--- src/rtl/wt_cache_ctrl_fsm_pkg.sv ---
// Shared types and constants for the write-through cache controller FSM.
package wt_cache_ctrl_fsm_pkg;

  typedef enum logic [2:0] {
    StIdle   = 3'd0,
    StRdLook = 3'd1,
    StFill   = 3'd2,
    StWrLook = 3'd3,
    StWrThru = 3'd4
  } state_e;

  // {refill, update} cache op codes
  localparam logic [1:0] OpNone  = 2'b00;
  localparam logic [1:0] OpWrite = 2'b01;
  localparam logic [1:0] OpRead  = 2'b11;

  // Word index needs at least one bit even for single-word blocks.
  function automatic int unsigned idx_width(input int unsigned off_w);
    return (off_w == 0) ? 1 : off_w;
  endfunction

endpackage

--- src/rtl/wt_cache_ctrl_fsm_if.sv ---
// CPU request / cache op / main-memory signals of the cache controller.
interface wt_cache_ctrl_fsm_if #(
  parameter int unsigned IdxW = 2
);
  logic            mem_read;
  logic            mem_write;
  logic            hit;
  logic            ready;
  logic            stall;
  logic            main_read;
  logic            main_write;
  logic            refill;
  logic            update;
  logic [IdxW-1:0] word_idx;
  logic            err;
  logic            req_err;

  modport master (
    input  mem_read, mem_write, hit, ready,
    output stall, main_read, main_write, refill, update, word_idx, err, req_err
  );

  modport slave (
    output mem_read, mem_write, hit, ready,
    input  stall, main_read, main_write, refill, update, word_idx, err, req_err
  );
endinterface

--- src/rtl/wt_cache_ctrl_fsm_mem_watchdog.sv ---
// Counts consecutive not-ready cycles of a memory access and flags expiry.
module wt_cache_ctrl_fsm_mem_watchdog #(
  parameter int unsigned TIMEOUT = 255,
  parameter int unsigned TO_W    = 8
) (
  input  logic clk,
  input  logic reset,
  input  logic clr,
  input  logic tick,
  output logic expire
);

  localparam bit              Enable = (TIMEOUT != 0);
  localparam logic [TO_W-1:0] Limit  = TO_W'(TIMEOUT - 1);

  logic [TO_W-1:0] cnt_q, cnt_d;

  always_comb begin
    cnt_d = cnt_q;
    if (clr) begin
      cnt_d = '0;
    end else if (tick) begin
      cnt_d = cnt_q + TO_W'(1);
    end
  end

  always_ff @(posedge clk or negedge reset) begin
    if (!reset) begin
      cnt_q <= '0;
    end else begin
      cnt_q <= cnt_d;
    end
  end

  assign expire = Enable && tick && !clr && (cnt_q == Limit);

endmodule

--- src/rtl/wt_cache_ctrl_fsm.sv ---
// Write-through direct-mapped cache controller with block refill, optional
// write-allocate, memory watchdog and illegal-request detection.
module wt_cache_ctrl_fsm
  import wt_cache_ctrl_fsm_pkg::*;
#(
  parameter int unsigned WORD_OFF_W     = 2,
  parameter int unsigned WRITE_ALLOCATE = 0,
  parameter int unsigned TIMEOUT        = 255,
  parameter int unsigned TO_W           = 8
) (
  input logic                 clk,
  input logic                 reset,
  wt_cache_ctrl_fsm_if.master bus
);

  localparam int unsigned     IdxW    = idx_width(WORD_OFF_W);
  localparam logic [IdxW-1:0] LastIdx = IdxW'((1 << WORD_OFF_W) - 1);

  state_e          state_q, state_d;
  logic [IdxW-1:0] word_idx_q, word_idx_d;
  logic            hit_q, hit_d;
  logic            fill_done_q, fill_done_d;
  logic            ret_wr_q, ret_wr_d;

  logic       stall, main_read, main_write, err, req_err;
  logic [1:0] op;
  logic       in_mem, wd_expire;

  assign in_mem = (state_q == StFill) || (state_q == StWrThru);

  wt_cache_ctrl_fsm_mem_watchdog #(
    .TIMEOUT (TIMEOUT),
    .TO_W    (TO_W)
  ) u_watchdog (
    .clk    (clk),
    .reset  (reset),
    .clr    (!in_mem || bus.ready),
    .tick   (in_mem && !bus.ready),
    .expire (wd_expire)
  );

  always_comb begin
    state_d     = state_q;
    word_idx_d  = word_idx_q;
    hit_d       = hit_q;
    fill_done_d = fill_done_q;
    ret_wr_d    = ret_wr_q;
    stall       = 1'b0;
    main_read   = 1'b0;
    main_write  = 1'b0;
    op          = OpNone;
    err         = 1'b0;
    req_err     = 1'b0;

    case (state_q)
      StIdle: begin
        if (bus.mem_read && !bus.mem_write) begin
          state_d     = StRdLook;
          fill_done_d = 1'b0;
        end else if (bus.mem_write && !bus.mem_read) begin
          state_d     = StWrLook;
          fill_done_d = 1'b0;
        end else if (bus.mem_read && bus.mem_write) begin
          req_err = 1'b1;
        end
      end
      StRdLook: begin
        if (bus.hit) begin
          op      = OpRead;
          state_d = StIdle;
        end else if (!fill_done_q) begin
          stall      = 1'b1;
          word_idx_d = '0;
          ret_wr_d   = 1'b0;
          state_d    = StFill;
        end else begin
          // Block was just refilled yet still misses: give up.
          stall   = 1'b1;
          err     = 1'b1;
          state_d = StIdle;
        end
      end
      StFill: begin
        stall     = 1'b1;
        main_read = 1'b1;
        if (bus.ready) begin
          op = OpWrite;
          if (word_idx_q == LastIdx) begin
            fill_done_d = 1'b1;
            word_idx_d  = '0;
            state_d     = ret_wr_q ? StWrLook : StRdLook;
          end else begin
            word_idx_d = word_idx_q + IdxW'(1);
          end
        end else if (wd_expire) begin
          stall      = 1'b0;
          err        = 1'b1;
          word_idx_d = '0;
          state_d    = StIdle;
        end
      end
      StWrLook: begin
        stall = 1'b1;
        hit_d = bus.hit;
        if (bus.hit || (WRITE_ALLOCATE == 0)) begin
          state_d = StWrThru;
        end else if (!fill_done_q) begin
          ret_wr_d   = 1'b1;
          word_idx_d = '0;
          state_d    = StFill;
        end else begin
          err     = 1'b1;
          state_d = StIdle;
        end
      end
      StWrThru: begin
        stall      = 1'b1;
        main_write = 1'b1;
        if (bus.ready) begin
          // Cache is written only on a hit, together with the memory accept.
          op      = hit_q ? OpWrite : OpNone;
          stall   = 1'b0;
          state_d = StIdle;
        end else if (wd_expire) begin
          stall      = 1'b0;
          err        = 1'b1;
          word_idx_d = '0;
          state_d    = StIdle;
        end
      end
      default: begin
        state_d = StIdle;
      end
    endcase
  end

  always_ff @(posedge clk or negedge reset) begin
    if (!reset) begin
      state_q     <= StIdle;
      word_idx_q  <= '0;
      hit_q       <= 1'b0;
      fill_done_q <= 1'b0;
      ret_wr_q    <= 1'b0;
    end else begin
      state_q     <= state_d;
      word_idx_q  <= word_idx_d;
      hit_q       <= hit_d;
      fill_done_q <= fill_done_d;
      ret_wr_q    <= ret_wr_d;
    end
  end

  assign bus.stall      = stall;
  assign bus.main_read  = main_read;
  assign bus.main_write = main_write;
  assign bus.refill     = op[1];
  assign bus.update     = op[0];
  assign bus.word_idx   = word_idx_q;
  assign bus.err        = err;
  assign bus.req_err    = req_err;

endmodule

--- src/flat_wrapper.sv ---
// flat-port wrapper written by rule: the top's interface ports become plain ports
module wt_cache_ctrl_fsm_flat import wt_cache_ctrl_fsm_pkg::*;
#(
  parameter int unsigned WORD_OFF_W     = 2,
  parameter int unsigned WRITE_ALLOCATE = 0,
  parameter int unsigned TIMEOUT        = 255,
  parameter int unsigned TO_W           = 8
)
  (clk, reset, bus_mem_read, bus_mem_write, bus_hit, bus_ready, bus_stall, bus_main_read, bus_main_write, bus_refill, bus_update, bus_word_idx, bus_err, bus_req_err);
  wt_cache_ctrl_fsm_if #(.IdxW(2)) bus_i ();
  input logic clk;
  input logic reset;
  input wire logic [$bits(bus_i.mem_read)-1:0] bus_mem_read;
  input wire logic [$bits(bus_i.mem_write)-1:0] bus_mem_write;
  input wire logic [$bits(bus_i.hit)-1:0] bus_hit;
  input wire logic [$bits(bus_i.ready)-1:0] bus_ready;
  output wire logic [$bits(bus_i.stall)-1:0] bus_stall;
  output wire logic [$bits(bus_i.main_read)-1:0] bus_main_read;
  output wire logic [$bits(bus_i.main_write)-1:0] bus_main_write;
  output wire logic [$bits(bus_i.refill)-1:0] bus_refill;
  output wire logic [$bits(bus_i.update)-1:0] bus_update;
  output wire logic [$bits(bus_i.word_idx)-1:0] bus_word_idx;
  output wire logic [$bits(bus_i.err)-1:0] bus_err;
  output wire logic [$bits(bus_i.req_err)-1:0] bus_req_err;
  assign bus_i.mem_read = bus_mem_read;
  assign bus_i.mem_write = bus_mem_write;
  assign bus_i.hit = bus_hit;
  assign bus_i.ready = bus_ready;
  assign bus_stall = bus_i.stall;
  assign bus_main_read = bus_i.main_read;
  assign bus_main_write = bus_i.main_write;
  assign bus_refill = bus_i.refill;
  assign bus_update = bus_i.update;
  assign bus_word_idx = bus_i.word_idx;
  assign bus_err = bus_i.err;
  assign bus_req_err = bus_i.req_err;
  wt_cache_ctrl_fsm #(.WORD_OFF_W(WORD_OFF_W), .WRITE_ALLOCATE(WRITE_ALLOCATE), .TIMEOUT(TIMEOUT), .TO_W(TO_W)) u_core (.clk(clk), .reset(reset), .bus(bus_i));
endmodule
--- config.mk ---
export PLATFORM = sky130hd
export DESIGN_NAME = wt_cache_ctrl_fsm_flat
export DESIGN_NICKNAME = d
export VERILOG_FILES = /design/src/rtl/wt_cache_ctrl_fsm_pkg.sv /design/src/rtl/wt_cache_ctrl_fsm_if.sv /design/src/rtl/wt_cache_ctrl_fsm_mem_watchdog.sv /design/src/rtl/wt_cache_ctrl_fsm.sv /design/src/flat_wrapper.sv
export SDC_FILE = /design/constraint.sdc
export NUM_CORES = 1
export LEC_CHECK = 0
export ABC_AREA = 1
export BUFFER_PORTS_ARGS = -buffer_cell sky130_fd_sc_hd__buf_2
export CAP_MARGIN = 20
export CORE_MARGIN = 4
export CORE_UTILIZATION = 35
export CTS_CLUSTER_DIAMETER = 120
export DETAILED_ROUTE_END_ITERATION = 8
export SLEW_MARGIN = 5
export SYNTH_ARGS = -nofsm -noshare
export SYNTH_HDL_FRONTEND = slang
export SYNTH_SLANG_ARGS = --single-unit
--- constraint.sdc ---
create_clock -name clk -period 1.85 [get_ports clk]
set_input_delay 0 -clock clk [delete_from_list [all_inputs] [get_ports clk]]
set_output_delay 0 -clock clk [all_outputs]
set_load 0.1 [all_outputs]
; Word-level counts from Yosys, hierarchy flattened
; Index checks and enable logic that the tools add are counted.
[op_classes]
reduce_logical = 21
addsub = 2
n_eq_ne = 13
n_mux = 44
[op_table]
columns = cell, count
row1 = 2-to-1 mux 3 bit, 7
row2 = 2-to-1 mux 1 bit, 20
row3 = 2-to-1 mux 2 bit, 9
row4 = 2-to-1 mux 8 bit, 2
row5 = one-hot mux 3 bit (5 select lines), 1
row6 = one-hot mux 2 bit (3 select lines), 2
row7 = "!= test 2 bit, second input constant", 5
row8 = "adder 8 x 1 -> 8 bit, second input constant", 1
row9 = "== test 8 bit, second input constant", 1
row10 = AND reduction 4 bit, 2
row11 = "== test 3 x 2 -> 1 bit, second input constant", 2
row12 = logical AND 1 bit, 6
row13 = logical NOT 1 bit, 5
row14 = one-hot mux 1 bit (2 select lines), 2
row15 = one-hot mux 1 bit (4 select lines), 1
row16 = nonzero test 2 bit, 2
row17 = "== test 3 x 1 -> 1 bit, second input constant", 1
row18 = "== test 3 bit, second input constant", 1
row19 = logical NOT 3 bit, 1
row20 = "!= test 3 x 1 -> 1 bit, second input constant", 1
row21 = "!= test 3 bit, second input constant", 1
row22 = nonzero test 3 bit, 1
row23 = "adder 2 x 1 -> 2 bit, second input constant", 1
row24 = "== test 2 bit, second input constant", 1
row25 = 3 further kinds, 4
[totals]
elab_cells = 85
in_bits = 6
ff_bits = 15

; Logic depth before layout (Yosys ltp)
; Gate-level depths: netlist of run 1.
[logic_depth]
depth_word = 10
ltp_mapped = 9
mapped_depth_nobuf = 9

; Modules after synthesis
; A second synthesis of run 1 with hierarchy kept.
[unflattened]
cells_unflattened = 149
hier_area_um2 = 1043.5
[by_module_without_submodules]
columns = module, seq_area_each_um2, cells_each, n_inst, area_per_inst_um2
row1 = wt_cache_ctrl_fsm, 175.2, 96, 1, 613.1
row2 = wt_cache_ctrl_fsm_mem_watchdog, 200.2, 53, 1, 430.4

; Least setup slack after synthesis of run 1
; Ideal clock, no wire load.
[synth_path]
kind = reg2out
start = reg u_core.state_q[0]
end = out bus_err
t_arrival_ps = 2882
t_required_ps = 1850
path_buffers = 0
path_stages_with_launch = 5
path_slack_ps = -1032
path_cell_list = dfrtp_1 -> inv_2 -> nor2_1 -> nand2_1 -> o31ai_1
[synth_between]
elab_chain_cells = 10
elab_cells_between_ends = 14
classes_between = eq/ne (3) / mux (3) / reduce/logical (8)
[synth_lines]
columns = item, line
row1 = "start, declared", wt_cache_ctrl_fsm.sv:19  ; state_e state_q, state_d;
row2 = "start signal, assigned", wt_cache_ctrl_fsm.sv:139  ; state_q <= StIdle;
row3 = "start signal, assigned", wt_cache_ctrl_fsm.sv:145  ; state_q <= state_d;
row4 = == test 3 x 2 -> 1 bit or == test 3 bit (tied branches), "wt_cache_ctrl_fsm.sv:29, wt_cache_ctrl_fsm.sv:55"
row5 = logical OR 1 bit, wt_cache_ctrl_fsm.sv:29  ; assign in_mem = (state_q == StFill) || (state_q == StWrThru);
row6 = logical NOT 1 bit, wt_cache_ctrl_fsm.sv:37  ; .clr (!in_mem || bus.ready),
row7 = logical OR 1 bit, wt_cache_ctrl_fsm.sv:37
row8 = logical NOT 1 bit, wt_cache_ctrl_fsm_mem_watchdog.sv:35  ; assign expire = Enable && tick && !clr && (cnt_q == Limit);
row9 = logical AND 1 bit (2 in series), wt_cache_ctrl_fsm_mem_watchdog.sv:35
row10 = 2-to-1 mux 1 bit, "wt_cache_ctrl_fsm.sv:95, wt_cache_ctrl_fsm.sv:124"
row11 = 2-to-1 mux 1 bit, wt_cache_ctrl_fsm.sv:119  ; if (bus.ready) begin
row12 = one-hot mux 1 bit (2 select lines) (*), wt_cache_ctrl_fsm.sv:55  ; case (state_q)
row13 = "end, declared", flat_wrapper.sv:23  ; output wire logic [$bits(bus_i.err)-1:0] bus_err;
; Every way passes the cells marked *; elsewhere a longest branch is shown, timed or not.

; Worst setup path in the final report of run 1
; Same ends and word-level chain as after synthesis.

==> flow_summary.ini, run 1 <==
[power]
power.density_nw_per_um2 = 1750
total_leakage_power_nw = 0.534
worst_ir_drop_vdd_mv = 0.980

[flow_run]
timing.max_cap.violations = 0

[routing]
drt-total-wl_mm = 1.84
wl_per_cell_um = 10.9
residual_drc_count = 0
drt-initial-drc-count = 13
routed-via-count = 777
antenna_violating_nets_post_route = 0
vias_per_cell = 4.60
dr.pass1.iters = 4

[floorplanning]
starting_utilization_of_the_core_area_pct = 37.9
fp.dieW_um = 57.9
die-area_um2 = 3350
design.portCount = 15
floorplan.rows = 17
die_h_um = 57.9
core_area_um2 = 2300

[cts]
htreeDepth = 1
cts_buffer_depth = 2
numCtsBuffers = 3
clock_tree_from_tritoncts = done
worstSkewPairLatency_ps = 290
clockRootBuffer = clkbuf_4
tritoncts_num_sinks = 15
clkTransAtPathRegs_ps = 90

[synthesis]
synth_xor_area_share_pct = 2.01
synth_nets = 131
ys.warnings.count = 0
synth_area_um2 = 871
synthDistinctLibCells = 21
syn-instance-count = 122
synth_seq_area_share_pct = 43.1
synth-compound-area-share_pct = 7.47
synthAdderAreaFrac_pct = 4.31
ys_seq_elements = 15
synth_mux_area_share_pct = 0
main_combinational_cell_family_by_area_after_synthesis = simple AND/OR/NAND/NOR gates
synthesis.area_per_instance_um2 = 7.14
synthSimpleGateAreaFrac_pct = 35.8

[cells_and_area]
num-fill-cells = 235
antennaDiodeCount = 0
syn_to_final_growth_pct = 20.0
multi_input_area_um2 = 454
fin_area_um2 = 1040
design.final.nets = 151
layout-drive-gt1-share_pct = 22.0
area.sequential_um2 = 375

[critical_path]
timing.critical_path.fanout_max = 5
worstPathRequired_ps = 1850
crit_arrival_ps = 1730
cell_family_with_most_cp_delay = simple AND/OR/NAND/NOR gates
cp_num_buf_inv = 1
slowest_delay_ps = 430
criticalPathCategory = reg -> out
timing.critical_path.slowest_stage_cell = dfrtp_1
rrSetupSlack_ps = 460
start_kind = flip-flop
worst_r2r_path_depth = 8
timing.critical_path.to_type = output port
cp.depth = 6
worst_path_cell_trace = nor2_2 > nand3_1 > nand2_2 > nand2_1 > o31ai_2 > clkbuf_4

[global_route]
grt_max_degree = 16
grt_util_all_layers_pct = 11.9
grt_antenna_before_repair = 0
grt.overflow.total = 0
grt_pass1_vias = 693
grt_pass1_wl_mm = 3.04

[sta]
slew_headroom_pct = 67.5
finalCritPeriodShare_pct = 93.7
finalClockSkew_ps = 1.61
fmax_ghz = 0.577
worstMarginPinSlew_ps = 491
setup_violations = 0
final_max_slew_viol_count = 0
period_needed_ps = 1730
hold_slack_final_ps = 33.4
fin_ws_ps = 116
hold_violations = 0
setup_total_negative_slack_ps = 0

[place]
numPortBuffers = 14
detailedPlace.worstSlack_ps = 340
place.detailed.hpwl_mm = 1.49
postPlaceCellArea_um2 = 1000
finalWeightedCongestion = 0.835

[worst_hold_path]
hold_path_depth = 3
path_category_of_the_worst_min_delay_check = in -> reg

[run_status]
outcome = complete, no violations
-- stage by stage --
step	instances	util (%)	total power, mW
final	169	45.5	1.83
after global routing	169	45.5	1.96
after CTS	169	45.3	1.84
after detailed placement	164	43.6	1.65
after global placement	164	43.6	1.63
after floorplan	122	-	1.44
-- state kept, by name, summed over array words and instances (netlist names) --
| register | count |
|---|---|
| u_core.u_watchdog.cnt_q | 8 |
| u_core.state_q | 3 |
| u_core.bus.word_idx | 2 |
| u_core.fill_done_q | 1 |
| u_core.hit_q | 1 |
-- metal layers --
layer	vias to the layer above	track usage [%]	routed length, µm	share of wire [%]
met4	0	2.98	12	0.65
met5	-	0	0	0
met2	14	18.2	816	44
met3	3	5.12	88	4.8
li1	423	-	-	-
met1	337	15.3	919	50
-- Yosys cell counts --
master / instances / area share, %
a21oi_1: 3 / 1.7
and2_0: 1 / 0.72
dfrtp_1: 15 / 43
ha_1: 3 / 4.3
inv_1: 14 / 6.0
inv_2: 3 / 1.3
nand2_1: 34 / 15
nand2_2: 2 / 1.4
nand3_1: 8 / 4.6
nand3b_1: 1 / 0.86
nand4_1: 1 / 0.72
nor2_1: 22 / 9.5
nor2_2: 2 / 1.4
nor3_1: 2 / 1.1
o211ai_1: 2 / 1.7
o21ai_0: 4 / 2.3
o21bai_1: 1 / 0.86
o31ai_1: 1 / 0.86
or2_0: 1 / 0.72
xnor2_1: 1 / 1.0
xor2_1: 1 / 1.0
-- cell type report --
| class | instances | area share, % |
|---|---|---|
| multi-input cells | 90 | 43.5 |
| inverters | 17 | 6.47 |
| clock inverters | 1 | 0.479 |
| clock buffers | 3 | 2.16 |
| repair buffers | 15 | 8.14 |
| flip-flops and latches | 15 | 35.9 |
| well taps | 28 | 3.35 |
-- cells by family after synthesis --
logic type | count (synthesis)
buf+inv | 17
compound gates | 11
simple gates | 74
fa+ha+maj | 3
flops | 15
xor+xnor | 2
-- placed cells by master (no fill, tap or decap) --
| cell type | n |
|---|---|
| inv_1 | 13 |
| inv_2 | 3 |
| xor2_1 | 1 |
| or2_0 | 1 |
| o21ai_0 | 4 |
| nand2_2 | 3 |
| nand4_1 | 1 |
| clkinvlp_4 | 1 |
| o21bai_1 | 1 |
| and2_0 | 1 |
| dlygate4sd3_1 | 1 |
| nand3b_1 | 1 |
| nor2_2 | 3 |
| nand3_1 | 8 |
| dfrtp_1 | 15 |
| clkinv_2 | 1 |
| nor2_1 | 20 |
| o31ai_2 | 1 |
| xnor2_1 | 1 |
| buf_2 | 12 |
| nand2_1 | 33 |
| o211ai_1 | 2 |
| nor3_2 | 1 |
| nor2_4 | 1 |
| clkbuf_4 | 5 |
| ha_1 | 3 |
| a21oi_1 | 3 |
| nor3_1 | 1 |
-- final timing paths --
path                                                        endpoint                            startpoint
worst max-delay path                                         bus_err         u_core.state_q[0]$_DFFE_PN0P_
worst min-delay path              u_core.bus.word_idx[1]$_DFFE_PN0P_                             bus_ready
worst max register to register    u_core.bus.word_idx[1]$_DFFE_PN0P_         u_core.state_q[0]$_DFFE_PN0P_
worst min register to register  u_core.u_watchdog.cnt_q[0]$_DFF_PN0_  u_core.u_watchdog.cnt_q[0]$_DFF_PN0_
max in group asynchronous              u_core.state_q[0]$_DFFE_PN0P_                                 reset
min in group asynchronous       u_core.u_watchdog.cnt_q[7]$_DFF_PN0_                                 reset
-- worst min-delay path: stages --
cell,delay (ps)
buf_2,140
nand3_1,90
nand2_1,50
-- where the power goes --
| group | internal, mW | total [mW] | switching (mW) |
|---|---|---|---|
| Sequential | 0.403 | 0.477 | 0.0746 |
| Combinational | 0.240 | 1.17 | 0.927 |
| Clock | 0.0805 | 0.187 | 0.107 |
-- repair_timing --
item	CTS	global route
resized for setup	0	2
buffers inserted	0	0
hold endpoints to repair	15	0
hold buffers	1	0
endpoints found under the setup margin	0	2
(Power assumes the default switching activity.)
==> inputs of run 2 (changes only) <==
SYNTH_HIERARCHICAL = 1   (was not set)
TNS_END_PERCENT = 30   (was not set)
==> run 2 against run 1 <==
The flow now finishes with violations (setup timing). Clock skew increased by 8.7 ps. Sequential cell count unchanged. Synthesized cell count increased by 22%. Critical endpoint unchanged.
==> flow_summary.ini, run 2 <==
[synthesis]
synthArstFlopShare_pct = 100
synth_seq_area_share_pct = 36.0
synthDistinctLibCells = 23
synth_area_um2 = 1040
yosys.area.top_type = dfrtp_1
synth-edff-count = 0
post-synth-top-count-cell = nand2_1
synthesis.area_per_instance_um2 = 7.00
syn-instance-count = 149
ys.warnings.count = 6
synth_ff_type = dfrtp_1
synth_largest_type_area_fraction_pct = 36.0
synth_nets = 160
ys_seq_elements = 15
synth_area_leaders = dfrtp_1, nand2_1, inv_1
ys_top_cells_by_count = nand2_1, inv_1, nand3_1

[cts]
clock_tree_from_tritoncts = done
clockRootBuffer = clkbuf_4
worstSkewPairLatency_ps = 280
cts_buffer_depth = 2
htreeDepth = 1
numCtsBuffers = 3
clkTransAtPathRegs_ps = 100
tritoncts_num_sinks = 15

[place]
placed_cells = 206
finalWeightedCongestion = 0.864
numPortBuffers = 14
place.detailed.hpwl_mm = 1.99

[floorplanning]
core_area_um2 = 2810
fp.dieW_um = 62.6
die-area_um2 = 3920
die_h_um = 62.6
starting_utilization_of_the_core_area_pct = 37.2
design.portCount = 15
floorplan.rows = 19

[cells_and_area]
largest_register = u_core/u_watchdog/cnt_q
largest_register_ffs = 8
fin_cells = 219
fin_util_pct = 52.9
antennaDiodeCount = 0
syn_to_final_growth_pct = 42.2
most-common-layout-cells = nand2_1, buf_4, inv_1
layout.cells.most_common = nand2_1
layout-drive-gt1-share_pct = 38.8
design.final.nets = 200

[sta]
finalCritPeriodShare_pct = 108
period_needed_ps = 1990
finalClockSkew_ps = 10.4
hold_violations = 0
worstMarginPinSlew_ps = 486
rsz_0062_raised_after_global_routing = true
setup_violations = 5
final_max_slew_viol_count = 0
slew_headroom_pct = 67.8
fin_ws_ps = -143
fmax_ghz = 0.502

[power]
worst_ir_drop_vdd_mv = 0.525
total_leakage_power_nw = 0.783
power.density_nw_per_um2 = 1580
overall_power_mw = 2.35

[critical_path]
cpMostUsedCell = nand2_2
criticalPathCategory = reg -> out
worstPathRequired_ps = 1850
timing.critical_path.to_type = output port
rrSetupSlack_ps = -120
start_kind = flip-flop
crit_arrival_ps = 1990
slowest_delay_ps = 450
timing.critical_path.slowest_stage_cell = dfrtp_2
worst_path_cell_trace = nor2_4 > nand2_2 > nand2_2 > nand2_2 > inv_2 > nand3_2 > nor3_4 > inv_2 > nor2_4 > nand2_2 > o21ai_4 > buf_12
timing.critical_path.fanout_max = 3

[routing]
wl_per_cell_um = 11.6
routed-via-count = 1064
dr.pass1.iters = 4
vias_per_cell = 4.86
drt-initial-drc-count = 56
residual_drc_count = 0
antenna_violating_nets_post_route = 0
drt-total-wl_mm = 2.53

[worst_hold_path]
path_category_of_the_worst_min_delay_check = in -> reg

[global_route]
grt_max_degree = 16
grt_antenna_before_repair = 0
grt_util_all_layers_pct = 14.1
grt_pass1_wl_mm = 4.55
grt.overflow.total = 0
grt_pass1_vias = 1064

[run_status]
outcome = complete, but fails checks
failed_checks = setup timing

[flow_run]
timing.max_cap.violations = 0
-- run 2: cell count changes after synthesis, sizes merged, moves of 2 or more --
cell and delta:
nand3 +11, nand4 +2, nor2 -7, nand2 +7, nor3 +2, o21ai +3, o211ai -2, inv +9
ha +2
-- run 2: path summary, 6_finish.rpt --
kind | endpoint | startpoint | depth (start not counted)
max | bus_err | u_core/state_q[0]$_DFFE_PN0P_ | 12
min | u_core/hit_q$_DFFE_PN0N_ | bus_hit | 3
max reg2reg | u_core/state_q[1]$_DFFE_PN0P_ | u_core/state_q[0]$_DFFE_PN0P_ | 16
min reg2reg | u_core/fill_done_q$_DFFE_PN0P_ | u_core/fill_done_q$_DFFE_PN0P_ | 2
max in group asynchronous | u_core/state_q[0]$_DFFE_PN0P_ | reset | 2
min in group asynchronous | u_core/u_watchdog/cnt_q[3]$_DFFE_PN0P_ | reset | 2
-- run 2: logic make-up (layout without fill, tap and decap cells) --
kind of cell	Yosys count	in the layout	share of synthesized area, %
AO/OA/AOI/OAI	13	13	6.83
AND/OR/NAND/NOR	89	89	41.4
flip-flops	15	15	36.0
adder cells (fa/ha/maj)	5	5	6.00
buffers and inverters	27	66	9.83
-- run 2: power breakdown --
part / total, mW / internal [mW] / switching (mW)
Sequential: 0.484 / 0.403 / 0.0813
Combinational: 1.68 / 0.540 / 1.14
Clock: 0.187 / 0.0802 / 0.107
Total: 2.35 / 1.02 / 1.32
-- run 2: through the flow --
| stage | worst slack [ps] | hold slack, ps | TNS [ps] | cell area [µm²] |
|---|---|---|---|---|
| after floorplan | -132 | -296 | -409 | 1120 |
| after global placement | 23.5 | -76.8 | 0 | 1330 |
| after detailed placement | -68.1 | -73.3 | -181 | 1330 |
| after CTS | -142 | 80.8 | -538 | 1480 |
| after global routing | -265 | 104 | -1240 | 1480 |
| final | -143 | 84.2 | -588 | 1480 |
-- run 2: repair_timing --
action                                  in CTS  in global routing
pin swaps                                    7                  0
buffers inserted                             8                  0
hold buffers                                 1                  0
endpoints found under the setup margin       4                  6
endpoints found under the hold margin       15                  0
gates resized for setup                     14                  2
-- run 2: cell type report --
type / instances / area (µm²)
fill: 282 / 1320
timing repair buffer: 36 / 269
tap: 31 / 38.8
multi-input combinational: 107 / 666
clock inverter: 1 / 5.00
clock buffer: 3 / 22.5
sequential: 15 / 379
inverter: 26 / 104
-- run 2: routing by layer --
| metal | track usage [%] | vias to the layer above | routed length (µm) |
|---|---|---|---|
| li1 | - | 555 | - |
| met3 | 2.16 | 2 | 76 |
| met5 | 0 | - | 0 |
| met2 | 25.6 | 19 | 1320 |
| met1 | 16.8 | 488 | 1130 |
| met4 | 4.96 | 0 | 16 |
-- run 2: critical path, delay by kind of cell (launching register included) --
kind / cells / cell delay (ps)
compound gates: 1 / 70
buf+inv: 3 / 350
flops: 1 / 450
simple gates: 8 / 860
